**config.mk**
```make
export PLATFORM = sky130hd
export DESIGN_NAME = instr_fetch
export DESIGN_NICKNAME = d
export VERILOG_FILES = /design/src/rtl/cpu_pkg.sv /design/src/rtl/instr_fetch.sv
export SDC_FILE = /design/constraint.sdc
export NUM_CORES = 1
export LEC_CHECK = 0
export ABC_AREA = 1
export BUFFER_PORTS_ARGS = -buffer_cell sky130_fd_sc_hd__buf_2
export CAP_MARGIN = 30
export CORE_ASPECT_RATIO = 0.7
export CORE_MARGIN = 1
export CORE_UTILIZATION = 35
export DETAILED_ROUTE_END_ITERATION = 10
export GPL_TIMING_DRIVEN = 0
export MAX_ROUTING_LAYER = met4
export PLACE_DENSITY = 0.7
export SYNTH_ARGS = -nofsm -noshare
export SYNTH_HDL_FRONTEND = slang
export SYNTH_SLANG_ARGS = --single-unit
```
**constraint.sdc**
```tcl
create_clock -name Clock -period 1.9 [get_ports Clock]
set_input_delay 0 -clock Clock [delete_from_list [all_inputs] [get_ports Clock]]
set_output_delay 0 -clock Clock [all_outputs]
set_load 0.01 [all_outputs]
```
**src/rtl/cpu_pkg.sv**
```systemverilog
// Shared CPU definitions: opcodes, instruction field positions, fetch states.
package cpu_pkg;

  // Opcodes that the fetch unit and the IR decode both need to recognise
  localparam logic [4:0] OP_HALT = 5'b11011;
  localparam logic [4:0] OP_NOP  = 5'b11010;

  // Instruction field positions shared with the IR decode
  localparam int OPC_HI = 31;
  localparam int OPC_LO = 27;
  localparam int RA_HI  = 26;
  localparam int RA_LO  = 23;
  localparam int RB_HI  = 22;
  localparam int RB_LO  = 19;
  localparam int RC_HI  = 18;
  localparam int RC_LO  = 15;
  localparam int C_HI   = 14;
  localparam int C_LO   = 0;

  // Fetch sequencer states
  typedef enum logic [2:0] {
    FS_IDLE   = 3'd0,
    FS_REQ    = 3'd1,
    FS_LOAD   = 3'd2,
    FS_HOLD   = 3'd3,
    FS_HALTED = 3'd4
  } fetch_state_e;

  // Opcode field of an instruction word
  function automatic logic [4:0] get_opc(input logic [31:0] instr);
    return instr[OPC_HI:OPC_LO];
  endfunction

endpackage

```
**src/rtl/instr_fetch.sv**
```systemverilog
// Instruction fetch unit: owns the PC, reads words from instruction memory,
// and presents each one to the IR with a single-cycle IRin strobe.
module instr_fetch
  import cpu_pkg::*;
#(
  parameter int          ADDR_W   = 9,
  parameter logic [31:0] RESET_PC = 32'h0,
  parameter logic [4:0]  HALT_OP  = OP_HALT
) (
  input  logic              Clock,
  input  logic              Clear,
  input  logic              Run,
  input  logic              Next,
  input  logic              PCload,
  input  logic [31:0]       PCin,
  output logic              MemRead,
  output logic [ADDR_W-1:0] MemAddr,
  input  logic              MemReady,
  input  logic [31:0]       MemData,
  output logic [31:0]       BusOut,
  output logic              IRin,
  output logic [31:0]       PC,
  output logic              Fetched,
  output logic              Halted
);

  localparam logic [2:0] S_IDLE   = FS_IDLE;
  localparam logic [2:0] S_REQ    = FS_REQ;
  localparam logic [2:0] S_LOAD   = FS_LOAD;
  localparam logic [2:0] S_HOLD   = FS_HOLD;
  localparam logic [2:0] S_HALTED = FS_HALTED;

  logic [2:0]  r_state;
  logic [31:0] r_pc;
  logic [31:0] r_ibuf;
  logic        r_squash;

  logic [2:0]  w_state_nxt;
  logic [31:0] w_pc_nxt;
  logic [31:0] w_ibuf_nxt;
  logic        w_squash_nxt;

  // Next-state, PC, buffer and squash decisions for the fetch sequencer
  always_comb begin
    w_state_nxt  = r_state;
    w_pc_nxt     = r_pc;
    w_ibuf_nxt   = r_ibuf;
    w_squash_nxt = r_squash;
    case (r_state)
      S_IDLE: begin
        if (Run) begin
          w_state_nxt = S_REQ;
        end else begin
          w_state_nxt = S_IDLE;
        end
        if (PCload) begin
          w_pc_nxt = PCin;
        end else begin
          w_pc_nxt = r_pc;
        end
      end
      S_REQ: begin
        if (PCload) begin
          // A redirect kills the current request; if memory answered in the
          // same cycle that word is simply dropped, otherwise the eventual
          // answer is marked stale.
          w_pc_nxt     = PCin;
          w_squash_nxt = ~MemReady;
        end else if (MemReady) begin
          if (r_squash) begin
            w_squash_nxt = 1'b0;
          end else begin
            w_ibuf_nxt  = MemData;
            w_pc_nxt    = r_pc + 32'd1;
            w_state_nxt = S_LOAD;
          end
        end else begin
          w_state_nxt = S_REQ;
        end
      end
      S_LOAD: begin
        if (get_opc(r_ibuf) == HALT_OP) begin
          w_state_nxt = S_HALTED;
        end else begin
          w_state_nxt = S_HOLD;
        end
        if (PCload) begin
          w_pc_nxt = PCin;
        end else begin
          w_pc_nxt = r_pc;
        end
      end
      S_HOLD: begin
        if (PCload) begin
          w_pc_nxt = PCin;
        end else begin
          w_pc_nxt = r_pc;
        end
        if (Next) begin
          w_state_nxt = Run ? S_REQ : S_IDLE;
        end else begin
          w_state_nxt = S_HOLD;
        end
      end
      S_HALTED: begin
        w_state_nxt = S_HALTED;
      end
      default: begin
        w_state_nxt  = S_IDLE;
        w_squash_nxt = 1'b0;
      end
    endcase
  end

  // Sequencer state registers with asynchronous clear
  always_ff @(posedge Clock or negedge Clear) begin
    if (!Clear) begin
      r_state  <= S_IDLE;
      r_pc     <= RESET_PC;
      r_ibuf   <= 32'h0;
      r_squash <= 1'b0;
    end else begin
      r_state  <= w_state_nxt;
      r_pc     <= w_pc_nxt;
      r_ibuf   <= w_ibuf_nxt;
      r_squash <= w_squash_nxt;
    end
  end

  // Outputs decode straight from registered state so a clear drops them at once
  assign MemRead = (r_state == S_REQ);
  assign MemAddr = MemRead ? r_pc[ADDR_W-1:0] : {ADDR_W{1'b0}};
  assign IRin    = (r_state == S_LOAD);
  assign BusOut  = IRin ? r_ibuf : 32'h0;
  assign Fetched = (r_state == S_LOAD) | (r_state == S_HOLD) | (r_state == S_HALTED);
  assign Halted  = (r_state == S_HALTED);
  assign PC      = r_pc;

endmodule

```
After elaboration in Yosys (flattened, before gate mapping) --
Index checks and enable logic that the tools add are counted.
Cells by class: add/subtract/negate cells 1, eq/ne operators 10, muxes and demuxes 17, bitwise logic cells 6, reduce and logical (&&, ||, !) cells 8
Operators with widths (count):
- $mux W32 | 5
- $pmux W32 S2 | 1
- $add A32 B1 Y32 const B | 1
- $mux W3 | 5
- $pmux W3 S5 | 1
- $mux W9 | 1
- $reduce_and A4 Y1 | 2
- $eq A3 B2 Y1 const B | 2
- $ne A3 B3 Y1 const B | 2
- $eq A5 B5 Y1 const B | 1
- $not A1 Y1 | 4
- $reduce_and A2 Y1 | 2
- $reduce_or A4 Y1 | 1
- $eq A3 B1 Y1 const B | 1
- $eq A3 B3 Y1 const B | 1
- $logic_not A3 Y1 | 1
- $mux W1 | 3
- $ne A3 B2 Y1 const B | 1
- $reduce_or A3 Y1 | 1
- $ne A2 B1 Y1 const B | 1
- $ne A2 B2 Y1 const B | 1
- $or A1 B1 Y1 | 2
- $pmux W1 S2 | 1
- $reduce_bool A2 Y1 | 1
Storage, ports and cells: flip-flop bits (word level) 68, input port bits 70, word-level logic and storage cells 46

Logic depth before layout (Yosys ltp) --
Gate-level depths: netlist of the first run.
depth in word-level cells 5, gate-level depth with buffers 11, gate-level depth less buffers 10

Least setup slack after synthesis of the first run --
Ideal clock, no wire load.
path kind flip-flop to flip-flop, start point register r_pc[1] (netlist: PC[1]), end point register r_pc[30] (netlist: PC[30]), library setup time 0.116 ns, arrival time 1.402 ns, data required time 1.784 ns, slack 0.382 ns, stages on the path, launching flop included 11, path buffers 0, period minus slack after synthesis 1.518 ns, cell sequence dfrtp_1 > ha_1 > nand2_1 > nor2_2 > nand2_1 > nor2_2 > nand2_1 > nand2_1 > nand3_1 > nand2_1 > nand2_1
Between the ends: word-level cells in the longest chain between the ends 5
Ends and longest elaborated chain:
- from (decl) | RTL line instr_fetch.sv:34 | logic [31:0] r_pc;
- from (signal assigned) | RTL line instr_fetch.sv:124 | r_pc <= w_pc_nxt;
- $add A32 B1 Y32 | RTL line instr_fetch.sv:74 | w_pc_nxt = r_pc + 32'd1;
- $mux W32 | RTL line instr_fetch.sv:70 | if (r_squash) begin
- $mux W32 | RTL line instr_fetch.sv:69 | end else if (MemReady) begin
- $mux W32 | RTL line instr_fetch.sv:63 | if (PCload) begin
- $pmux W32 S2 | RTL line instr_fetch.sv:49 | case (r_state)
Every way passes these cells. The select of a mux whose other input is x is not followed. A chain may end at the register's enable or synchronous reset.

Worst setup path after layout of the first run --
start point register r_state[0], end point output port BusOut[22]
Between the ends: word-level cells in the longest chain between the ends 2
Ends and longest elaborated chain:
- from (decl) | RTL line instr_fetch.sv:33 | logic [2:0] r_state;
- from (signal assigned) | RTL line instr_fetch.sv:123 | r_state <= w_state_nxt;
- $eq A3 B2 Y1 | RTL line instr_fetch.sv:133 | assign IRin = (r_state == S_LOAD);
- $mux W32 | RTL line instr_fetch.sv:134 | assign BusOut = IRin ? r_ibuf : 32'h0;
- to (decl) | RTL line instr_fetch.sv:20 | output logic [31:0] BusOut,
Every way passes these cells.

==> run_results.csv, run 1 <==
group,metric,value,unit
status,status,"completed",
sta,rsz0062_at_grt,"false",
floorplanning,placementRows,33,
drt,routed_wl,13.8,mm
drt,wl_met1,6.50,mm
drt,drtAntennaViolNets,0,
setup_path,path_max_fanout,10,
pwr,swShare,44.5,%
synthesis,synth-edff-count,0,
sta,fmax,0.573,GHz
pwr,power.density,1520,nW/µm²
drt,wire_per_inst,13.7,µm
floorplanning,io_pins,147,
synthesis,synth_top_area_share,40.2,%
floorplanning,start_util,36.1,%
pwr,clock_power_share,21.7,%
pwr,vdd_drop_max,0.599,mV
setup_path,r2r_cells,7,
clocking,ctsHtreeMaxLevel,3,
finish,stdcell_count,1008,
clocking,root_buffer,"clkbuf_16",
global_route,grt_usage,23.8,%
sta,hold_viol,0,
sta,worst_slew_pin_slew,0.906,ns
clocking,clockBufferDepth,2,
drt,via_per_inst,4.65,
setup_path,crit_arrival,1.75,ns
synthesis,seq_area_frac_synth,40.2,%
sta,finalSetupViolations,0,
synthesis,synth_fp_nets,716,
synthesis,postSynth.asyncResetShare,100,%
synthesis,ys_ff_latch,68,
min_path,hold_depth,5,
clocking,clock_sinks,68,
sta,clock_skew,0.0105,ns
sta,slew-limit-headroom,39.6,%
drt,drt-initial-drc-count,356,
finish,syn2layout_area_growth,41.2,%
finish,drive_above_1_share,25.4,%
clocking,cts_made_buffers,9,
global_route,grt_first_pass_wirelength,22.3,mm
synthesis,yosys-top-cells-count,"166 x nor2_1, 161 x nand2_1, 75 x inv_1, 68 x dfrtp_1, 39 x a21oi_1",
drt,drcViolationCount,0,
setup_path,required,1.90,ns
min_path,min_path_type,"primary input to register",
synthesis,synth.avg_cell_area,6.56,µm²
setup_path,endpoint_kind,"output pin",
pwr,power.leakage,3.17,nW
placed_design,place_congestion,0.905,
global_route,grt_overflow,0,
global_route,grt_pass1_vias,4423,
floorplanning,core_area,11700,µm²
setup_path,rr_endpoint,"r_ibuf[31]",
synthesis,synth_top_area_cell,"dfrtp_1",
sta,finalMaxSlewViolations,0,
pwr,internal-power,5.04,mW
synthesis,synth_cells,645,
synthesis,synth_warnings,0,
placed_design,dp.final_hpwl,9.93,mm
floorplanning,die_width,133,µm
sta,period_needed,1.75,ns
clocking,clock_latency,0.34,ns
setup_path,r2r_slack,0.19,ns
synthesis,synth_cell_types,30,
finish,fin_nets,917,
clocking,clkTransAtPathRegs,0.06,ns
drt,first_pass_iters,5,
pwr,p_sw,4.04,mW
clocking,postCtsSetupBuffers,0,
floorplanning,die_h,94.0,µm
pwr,pwr-share-comb,47.3,%
placed_design,dp_cells,948,
setup_path,crit_type,"register to output pin",
finish,n_antenna_cell,0,
finish,final_area,5980,µm²
drt,wl_met3,967,µm
drt,via_count,4685,
placed_design,dpl_cell_area,5160,µm²
global_route,grt_max_degree,69,
sta,fin_crit_sh,91.9,%
min_path,min_from,"PCin[0]",
synthesis,synth.area.top_cells,"dfrtp_1 40%, nor2_1 15%, nand2_1 14%",
drt,route.top_layer_used,"met4",
placed_design,numPortBuffers,146,
clocking,cts_tree,"yes",
job,maxCapViolCount,0,
setup_path,timing.rr.start,"r_state[1]",
pwr,power_frac_seq,31.0,%
setup_path,worst_setup_path_start_kind,"register",
synthesis,netlist_area,4230,µm²
min_path,hold_end,"PC[0]",
synthesis,ys.flop_type,"dfrtp_1",
drt,met2_length,6.03,mm
floorplanning,die_area,12500,µm²
sta,fin_setup_tns,0,ns
synthesis,yosysMostFrequentCell,"nor2_1",
sta,holdWs,0.00111,ns
global_route,grt_antenna_before_repair,0,
registers in the layout (all words and copies together), names as in the netlist:
| name | flops |
|---|---|
| PC | 32 |
| r_ibuf | 32 |
| r_state | 3 |
| r_squash | 1 |
kinds of logic after synthesis:
family | Yosys count | synth area share, %
simple gates | 401 | 39.8
xor+xnor | 6 | 1.24
flops | 68 | 40.2
fa+ha+maj | 1 | 0.296
buf+inv | 100 | 10.1
compound gates | 69 | 8.37
cell type report:
class | instances | area (µm²)
clock buffer | 10 | 239
clock inverter | 6 | 111
inverter | 78 | 293
buffer | 21 | 135
timing repair buffer | 191 | 1180
multi-input combinational | 477 | 2120
sequential | 68 | 1700
fill | 1184 | 5750
tap | 157 | 196
power by group through the flow:
stage          Clock (mW)  Sequential [mW]  Combinational [mW]
6_report             1.97             2.82                4.29
4_1_cts              1.99             2.79                4.29
5_1_grt              2.06             2.91                4.85
3_5_place_dp            0             2.82                4.19
3_3_place_gp            0             2.79                4.14
2_1_floorplan           0             2.80                2.63
per-layer routing:
layer,global-route usage [%],up-vias
met5,-,-
met2,35.6,173
met3,3.99,28
met4,9.09,0
met1,32.3,2106
li1,-,2378
timing repair:
| item | CTS | global route |
|---|---|---|
| resized for setup | 1 | 7 |
| hold endpoints to repair | 112 | 0 |
| hold buffers | 45 | 0 |
| endpoints found under the setup margin | 1 | 35 |
placed cells by master (no fill, tap or decap), drive strengths merged, types with 2 or more instances in the layout:
cell type	n
a21oi	40
and2	2
buf	165
bufinv	3
clkbuf	12
clkinv	2
dfrtp	68
dlygate4sd3	45
inv	78
nand2	166
nand3	38
nand3b	4
nor2	186
nor3	2
o211ai	2
o21ai	27
or2	3
xor2	5
stage by stage:
step	total power [mW]	utilization [%]	worst slack, ns
5_1_grt	9.82	51.0	0.00640
2_1_floorplan	5.43	-	0.382
3_3_place_gp	6.93	44.0	0.129
4_1_cts	9.08	50.9	0.0114
3_5_place_dp	7.01	44.0	0.124
6_report	9.08	51.0	0.154
critical path, stage by stage, from the launching register on:
cell and delay (ns):
dfrtp_1 0.40, inv_2 0.11, nand2_1 0.09, nor2_2 0.15, inv_1 0.15, clkbuf_2 0.22
nor2_1 0.14, buf_2 0.14
how the worst max path moves through the flow:
stage                     startpoint          to  slack (ns)  depth (start not counted)
after floorplan                PC[1]      PC[30]        0.38                         10
after global placement         PC[1]      PC[10]        0.13                          8
after detailed placement       PC[1]      PC[22]        0.12                         10
after CTS                 r_state[1]  BusOut[22]        0.01                          6
after global routing      r_state[0]   BusOut[1]       0.006                          7
final                     r_state[0]  BusOut[22]        0.15                          7
No activity file was read; power rests on OpenSTA's default activity.
==> run 2: changes to the inputs <==
--- a/config.mk
+++ b/config.mk
@@ -5,16 +5,18 @@
 export SDC_FILE = /design/constraint.sdc
 export NUM_CORES = 1
 export LEC_CHECK = 0
-export ABC_AREA = 1
+export ABC_AREA = 0
 export BUFFER_PORTS_ARGS = -buffer_cell sky130_fd_sc_hd__buf_2
 export CAP_MARGIN = 30
+export CELL_PAD_IN_SITES_DETAIL_PLACEMENT = 1
+export CELL_PAD_IN_SITES_GLOBAL_PLACEMENT = 2
 export CORE_ASPECT_RATIO = 0.7
 export CORE_MARGIN = 1
-export CORE_UTILIZATION = 35
+export CORE_UTILIZATION = 28
 export DETAILED_ROUTE_END_ITERATION = 10
 export GPL_TIMING_DRIVEN = 0
 export MAX_ROUTING_LAYER = met4
-export PLACE_DENSITY = 0.7
+export PLACE_DENSITY = 0.9
 export SYNTH_ARGS = -nofsm -noshare
 export SYNTH_HDL_FRONTEND = slang
 export SYNTH_SLANG_ARGS = --single-unit
==> run 2 against run 1 <==
Compared with the run above: the flow now finishes with violations (negative setup slack); sequential power rose by 4%; count of clock-buffer cells in the layout grew 3; non-clock buffer count rose by 23; design area is 2.2% lower; global-route usage is 0.61 points lower.
==> run_results.csv, run 2 <==
group,metric,value,unit
status,status,"complete, but fails checks",
status,failed_checks,"negative setup slack",
setup_path,required,2.17,ns
clocking,cts_made_buffers,9,
global_route,grt_pass1_vias,4377,
clocking,ctsHtreeMaxLevel,3,
finish,final_cell_mix,"146 x buf_2, 55 x dfrtp_1, 45 x dlygate4sd3_1, 37 x and2_1, 33 x nand2_1",
synthesis,synth-edff-count,0,
job,maxCapViolCount,0,
sta,fmax,0.524,GHz
pwr,swShare,41.2,%
sta,rsz0062_at_grt,"true",
placed_design,dp_cells,728,
synthesis,synthSimpleGateAreaFrac,23.4,%
sta,finalMaxSlewViolations,0,
clocking,clkTransAtPathRegs,0.06,ns
setup_path,endpoint_kind,"register",
sta,finalSetupViolations,1,
finish,final_common_cell,"buf_2",
pwr,pwr-share-comb,45.3,%
placed_design,dpl_cell_area,4740,µm²
clocking,clock_latency,0.33,ns
setup_path,path_max_fanout,5,
finish,stdcell_count,808,
finish,drive_above_1_share,44.1,%
pwr,p_sw,3.40,mW
synthesis,yosys-top-cells-count,"68 x dfrtp_1, 38 x and2_1, 34 x nand2_1, 32 x mux2_2, 31 x a21oi_1",
synthesis,synth_cells,398,
floorplanning,die_width,141,µm
synthesis,synth_top_area_cell,"dfrtp_1",
synthesis,synth_cell_types,51,
global_route,grt_antenna_before_repair,2,
pwr,vdd_drop_max,0.577,mV
setup_path,worst_setup_path_start_kind,"register",
synthesis,netlist_area,3780,µm²
finish,final_area,5850,µm²
sta,setup_ws,-0.00701,ns
pwr,p_total,8.24,mW
sta,period_needed,1.91,ns
synthesis,synth_fa_ha_area_share,0.331,%
floorplanning,placementRows,35,
setup_path,r2r_cells,7,
drt,wire_per_inst,20.6,µm
global_route,grt_max_degree,69,
sta,fin_setup_tns,-0.00701,ns
synthesis,postSynth.asyncResetShare,100,%
sta,slew-limit-headroom,38.5,%
sta,fin_crit_sh,100,%
setup_path,crit_arrival,2.17,ns
sta,holdWs,0.00384,ns
clocking,root_buffer,"clkbuf_16",
pwr,power_frac_seq,35.4,%
min_path,min_path_type,"primary input to register",
placed_design,dp.final_hpwl,10.5,mm
min_path,hold_depth,4,
synthesis,seq_area_frac_synth,45.0,%
clocking,cts_tree,"yes",
drt,via_per_inst,5.35,
drt,drtAntennaViolNets,0,
drt,via_count,4324,
floorplanning,die_area,14000,µm²
drt,drt-initial-drc-count,280,
placed_design,numPortBuffers,145,
synthesis,yosysMostFrequentCell,"dfrtp_1",
pwr,power.density,1410,nW/µm²
floorplanning,start_util,28.7,%
clocking,clock_sinks,68,
synthesis,synth.avg_cell_area,9.50,µm²
synthesis,synth_fp_nets,469,
floorplanning,die_h,99.2,µm
synthesis,synthMuxAreaShare,10.1,%
floorplanning,io_pins,147,
sta,hold_viol,0,
synthesis,ys_ff_latch,68,
clocking,clockBufferDepth,2,
synthesis,synth_compound_gate_area_share,17.2,%
pwr,clock_power_share,19.3,%
sta,worst_slew_pin_slew,0.923,ns
synthesis,synth_top_family_by_area,"simple AND/OR/NAND/NOR gates",
global_route,grt_overflow,0,
global_route,grt_usage,23.2,%
synthesis,ys.flop_type,"dfrtp_1",
pwr,power.leakage,2.69,nW
synthesis,synth.area.top_cells,"dfrtp_1 45%, mux2_2 9.5%, and2_1 6.3%",
finish,fin_nets,688,
sta,clock_skew,0.00588,ns
setup_path,crit_type,"register to register",
drt,first_pass_iters,5,
pwr,internal-power,4.84,mW
synthesis,synth_warnings,0,
global_route,grt_first_pass_wirelength,24.3,mm
drt,drcViolationCount,0,
floorplanning,core_area,13200,µm²
synthesis,yosys.area_share.xor_xnor,0,%
drt,routed_wl,16.6,mm
synthesis,synth_top_area_share,45.0,%
finish,syn2layout_area_growth,54.6,%
placed_design,place_congestion,0.829,
[run 2: cell types whose count changed after synthesis, sizes merged, moves of 15 or more]
cell	delta
nor2	-165
nand2	-131
inv	-72
and2	+36
mux2	+32
nand3	-15
[run 2: final cells by class]
class | count | area, µm²
diodes | 2 | 5.00
plain buffers | 27 | 199
clock buffers | 13 | 260
clock inverters | 2 | 10.0
fillers | 1532 | 7340
inverters | 6 | 27.5
multi-input cells | 297 | 2060
flip-flops and latches | 68 | 1720
well taps | 185 | 231
repair buffers | 208 | 1340
[run 2: worst max-delay path: stages (launching register included)]
cell and delay [ns]:
dfrtp_2 0.41, ha_2 0.22, nand3_1 0.18, nor2_4 0.26
buf_12 0.15, nand2_4 0.06, or4_1 0.46, nand3_1 0.09
[run 2: worst paths after layout]
kind / from / end / slack [ns]
worst max-delay path: PC[0] / PC[26] / -0.007
worst min-delay path: PCin[8] / PC[8] / 0.004
worst max register to register: PC[0] / PC[26] / -0.007
worst min register to register: r_ibuf[14] / r_ibuf[14] / 0.50
max in group asynchronous: Clear / PC[14] / 0.89
min in group asynchronous: Clear / r_ibuf[13] / 0.35
[run 2: layer usage]
metal	GRT usage, %	vias to the layer above	share of wire, %	wire, µm
met5	-	-	0	0
met4	9.11	0	2.7	454
met3	4.33	43	5.4	893
met2	36.5	180	48	8000
met1	29.7	2202	44	7270
li1	-	1899	-	-
[run 2: kinds of logic after synthesis]
| family | Yosys count |
|---|---|
| muxes | 34 |
| and+or+nand+nor | 160 |
| AOI/OAI and AO/OA | 102 |
| DFF | 68 |
| adders and majority gates | 1 |
| buffers and inverters | 33 |
[run 2: timing repair]
action                                  4_1_cts  5_1_grt
hold buffers                                 45        0
buffers inserted                              5       11
hold endpoints to repair                    112        0
gates cloned                                  0        2
endpoints found under the setup margin       91       84
resized for setup                            36       54
pin swaps                                     1        5
[run 2: power by group through the flow]
stage | registers (mW) | clock network [mW] | logic [mW]
floorplan | 2.77 | 0 | 1.82
global placement | 2.81 | 0 | 2.95
detailed placement | 2.87 | 0 | 3.07
CTS | 2.85 | 1.58 | 3.32
global route | 3.01 | 1.65 | 4.03
finish | 2.92 | 1.59 | 3.74
[run 2: metrics by stage]
stage	util [%]	worst slack, ns
3_5_place_dp	36.0	-0.249
3_3_place_gp	35.9	-0.232
4_1_cts	42.5	0.000749
2_1_floorplan	-	0.141
5_1_grt	44.3	-0.0640
6_report	44.3	-0.00701
==> run 3: changes to the inputs <==
--- a/config.mk
+++ b/config.mk
@@ -5,18 +5,18 @@
 export SDC_FILE = /design/constraint.sdc
 export NUM_CORES = 1
 export LEC_CHECK = 0
-export ABC_AREA = 0
+export ABC_AREA = 1
 export BUFFER_PORTS_ARGS = -buffer_cell sky130_fd_sc_hd__buf_2
 export CAP_MARGIN = 30
 export CELL_PAD_IN_SITES_DETAIL_PLACEMENT = 1
 export CELL_PAD_IN_SITES_GLOBAL_PLACEMENT = 2
 export CORE_ASPECT_RATIO = 0.7
 export CORE_MARGIN = 1
-export CORE_UTILIZATION = 28
+export CORE_UTILIZATION = 26
 export DETAILED_ROUTE_END_ITERATION = 10
 export GPL_TIMING_DRIVEN = 0
 export MAX_ROUTING_LAYER = met4
-export PLACE_DENSITY = 0.9
+export PLACE_DENSITY = 0.91
 export SYNTH_ARGS = -nofsm -noshare
 export SYNTH_HDL_FRONTEND = slang
 export SYNTH_SLANG_ARGS = --single-unit
==> run 3 against run 2 <==
Compared with the run above: highest routed layer unchanged; clock skew rose by 0.00082 ns; critical path depth unchanged; via count is 8.2% higher; the flow now finishes without violations; die area grew 20%; critical endpoint is now BusOut[25]; sequential power decreased by 1%; combinational power grew 18%; first-iteration DRC count is 21% lower.
==> run_results.csv, run 3 (synthesis gave the netlist of run 1 again) <==
group,metric,value,unit
sta,worst_slew_pin_slew,0.527,ns
finish,final_area,5980,µm²
global_route,grt_overflow,0,
floorplanning,die_h,109,µm
sta,fin_crit_sh,92.0,%
finish,final_core_util,38.1,%
min_path,min_path_type,"primary input to register",
drt,via_per_inst,4.45,
global_route,grt_max_degree,63,
pwr,power_frac_seq,32.0,%
global_route,grt_pass1_vias,4882,
pwr,clock_power_share,18.8,%
sta,clock_skew,0.00671,ns
floorplanning,start_util,27.0,%
placed_design,place_congestion,0.825,
setup_path,r2r_slack,0.15,ns
clocking,cts_made_buffers,9,
sta,hold_viol,0,
setup_path,setup.worst_path.end,"BusOut[25]",
drt,route.top_layer_used,"met4",
drt,via_count,4678,
floorplanning,io_pins,147,
drt,drcViolationCount,0,
placed_design,dp_slack,0.106,ns
placed_design,dp_cells,992,
setup_path,timing.rr.start,"PC[0]",
clocking,postCtsSetupBuffers,0,
sta,fin_setup_tns,0,ns
setup_path,crit_type,"register to output pin",
drt,wire_per_inst,15.7,µm
drt,drt-initial-drc-count,221,
clocking,cts_tree,"yes",
pwr,power.density,1510,nW/µm²
setup_path,required,1.90,ns
drt,met2_length,7.24,mm
clocking,ctsHtreeMaxLevel,3,
finish,fin_nets,916,
finish,drive_above_1_share,25.6,%
status,status,"completed",
pwr,p_total,9.00,mW
finish,final_cell_mix,"165 x nor2_1, 161 x nand2_1, 158 x buf_2, 74 x inv_1, 67 x dfrtp_1",
setup_path,path_max_fanout,10,
drt,wl_met3,709,µm
drt,wl_met1,8.26,mm
sta,finalMaxSlewViolations,0,
floorplanning,die_width,155,µm
clocking,clkTransAtPathRegs,0.06,ns
setup_path,crit_arrival,1.75,ns
setup_path,rr_endpoint,"PC[29]",
finish,final_common_cell,"nor2_1",
placed_design,dpl_cell_area,5240,µm²
drt,first_pass_iters,4,
sta,fmax,0.572,GHz
clocking,root_buffer,"clkbuf_16",
pwr,p_sw,4.26,mW
sta,slew-limit-headroom,64.8,%
global_route,grt_antenna_before_repair,2,
min_path,min_from,"PCin[12]",
global_route,grt_first_pass_wirelength,26.5,mm
sta,period_needed,1.75,ns
job,maxCapViolCount,0,
sta,finalSetupViolations,0,
clocking,clock_latency,0.34,ns
finish,syn2layout_area_growth,41.2,%
pwr,internal-power,4.74,mW
pwr,power.leakage,3.15,nW
pwr,swShare,47.3,%
drt,drtAntennaViolNets,0,
sta,rsz0062_at_grt,"false",
setup_path,worstSetupStartpoint,"r_state[0]",
placed_design,numPortBuffers,146,
placed_design,dp.final_hpwl,12.3,mm
setup_path,worst_setup_path_start_kind,"register",
floorplanning,placementRows,38,
clocking,clock_sinks,68,
pwr,pwr-share-comb,49.2,%
floorplanning,die_area,16800,µm²
drt,routed_wl,16.5,mm
finish,stdcell_count,1051,
clocking,clockBufferDepth,2,
sta,setup_ws,0.152,ns
setup_path,endpoint_kind,"output pin",
setup_path,r2r_cells,9,
floorplanning,core_area,15700,µm²
pwr,vdd_drop_max,0.504,mV
global_route,grt_usage,21.3,%
sta,holdWs,0.00530,ns
run 3: final cells by class:
type                       instances  area, µm²
antenna                            2       5.00
buffer                            22        139
clock buffer                       9        225
clock inverter                     6       65.1
fill                            2069       9710
inverter                          78        293
multi-input combinational        477       2120
sequential                        68       1700
tap                              200        250
timing repair buffer             189       1180
run 3: critical path, stage by stage, from the launching register on:
cell and delay (ns):
dfrtp_1 0.40, inv_2 0.11, nand2_1 0.10, nor2_2 0.16, inv_2 0.11, clkbuf_2 0.22
nor2_1 0.16, buf_2 0.15
run 3: how the worst min path moves through the flow:
stage	end	slack, ns	cells after the start
3_3_place_gp	r_ibuf[14]	0.25	3
5_1_grt	PC[30]	0.02	5
6_report	PC[12]	0.005	4
3_5_place_dp	r_ibuf[8]	-0.17	1
2_1_floorplan	PC[0]	-0.30	0
4_1_cts	PC[17]	0.0007	5
run 3: routing by layer:
| metal | global-route usage (%) | up-vias |
|---|---|---|
| li1 | - | 2373 |
| met1 | 28.9 | 2184 |
| met2 | 32.3 | 100 |
| met3 | 3.42 | 21 |
| met4 | 7.43 | 0 |
| met5 | - | - |
run 3: repair_timing:
item                       CTS  global route
setup endpoints to repair   23            37
hold endpoints to repair   109             0
hold buffers                42             0
gates resized for setup      3             5
run 3: power by group through the flow:
stage                     registers [mW]  clock network [mW]  logic, mW
final                               2.88                1.69       4.43
after global placement              2.87                   0       4.27
after floorplan                     2.80                   0       2.63
after detailed placement            2.91                   0       4.35
after global routing                2.99                1.79       5.01
after CTS                           2.88                1.75       4.45
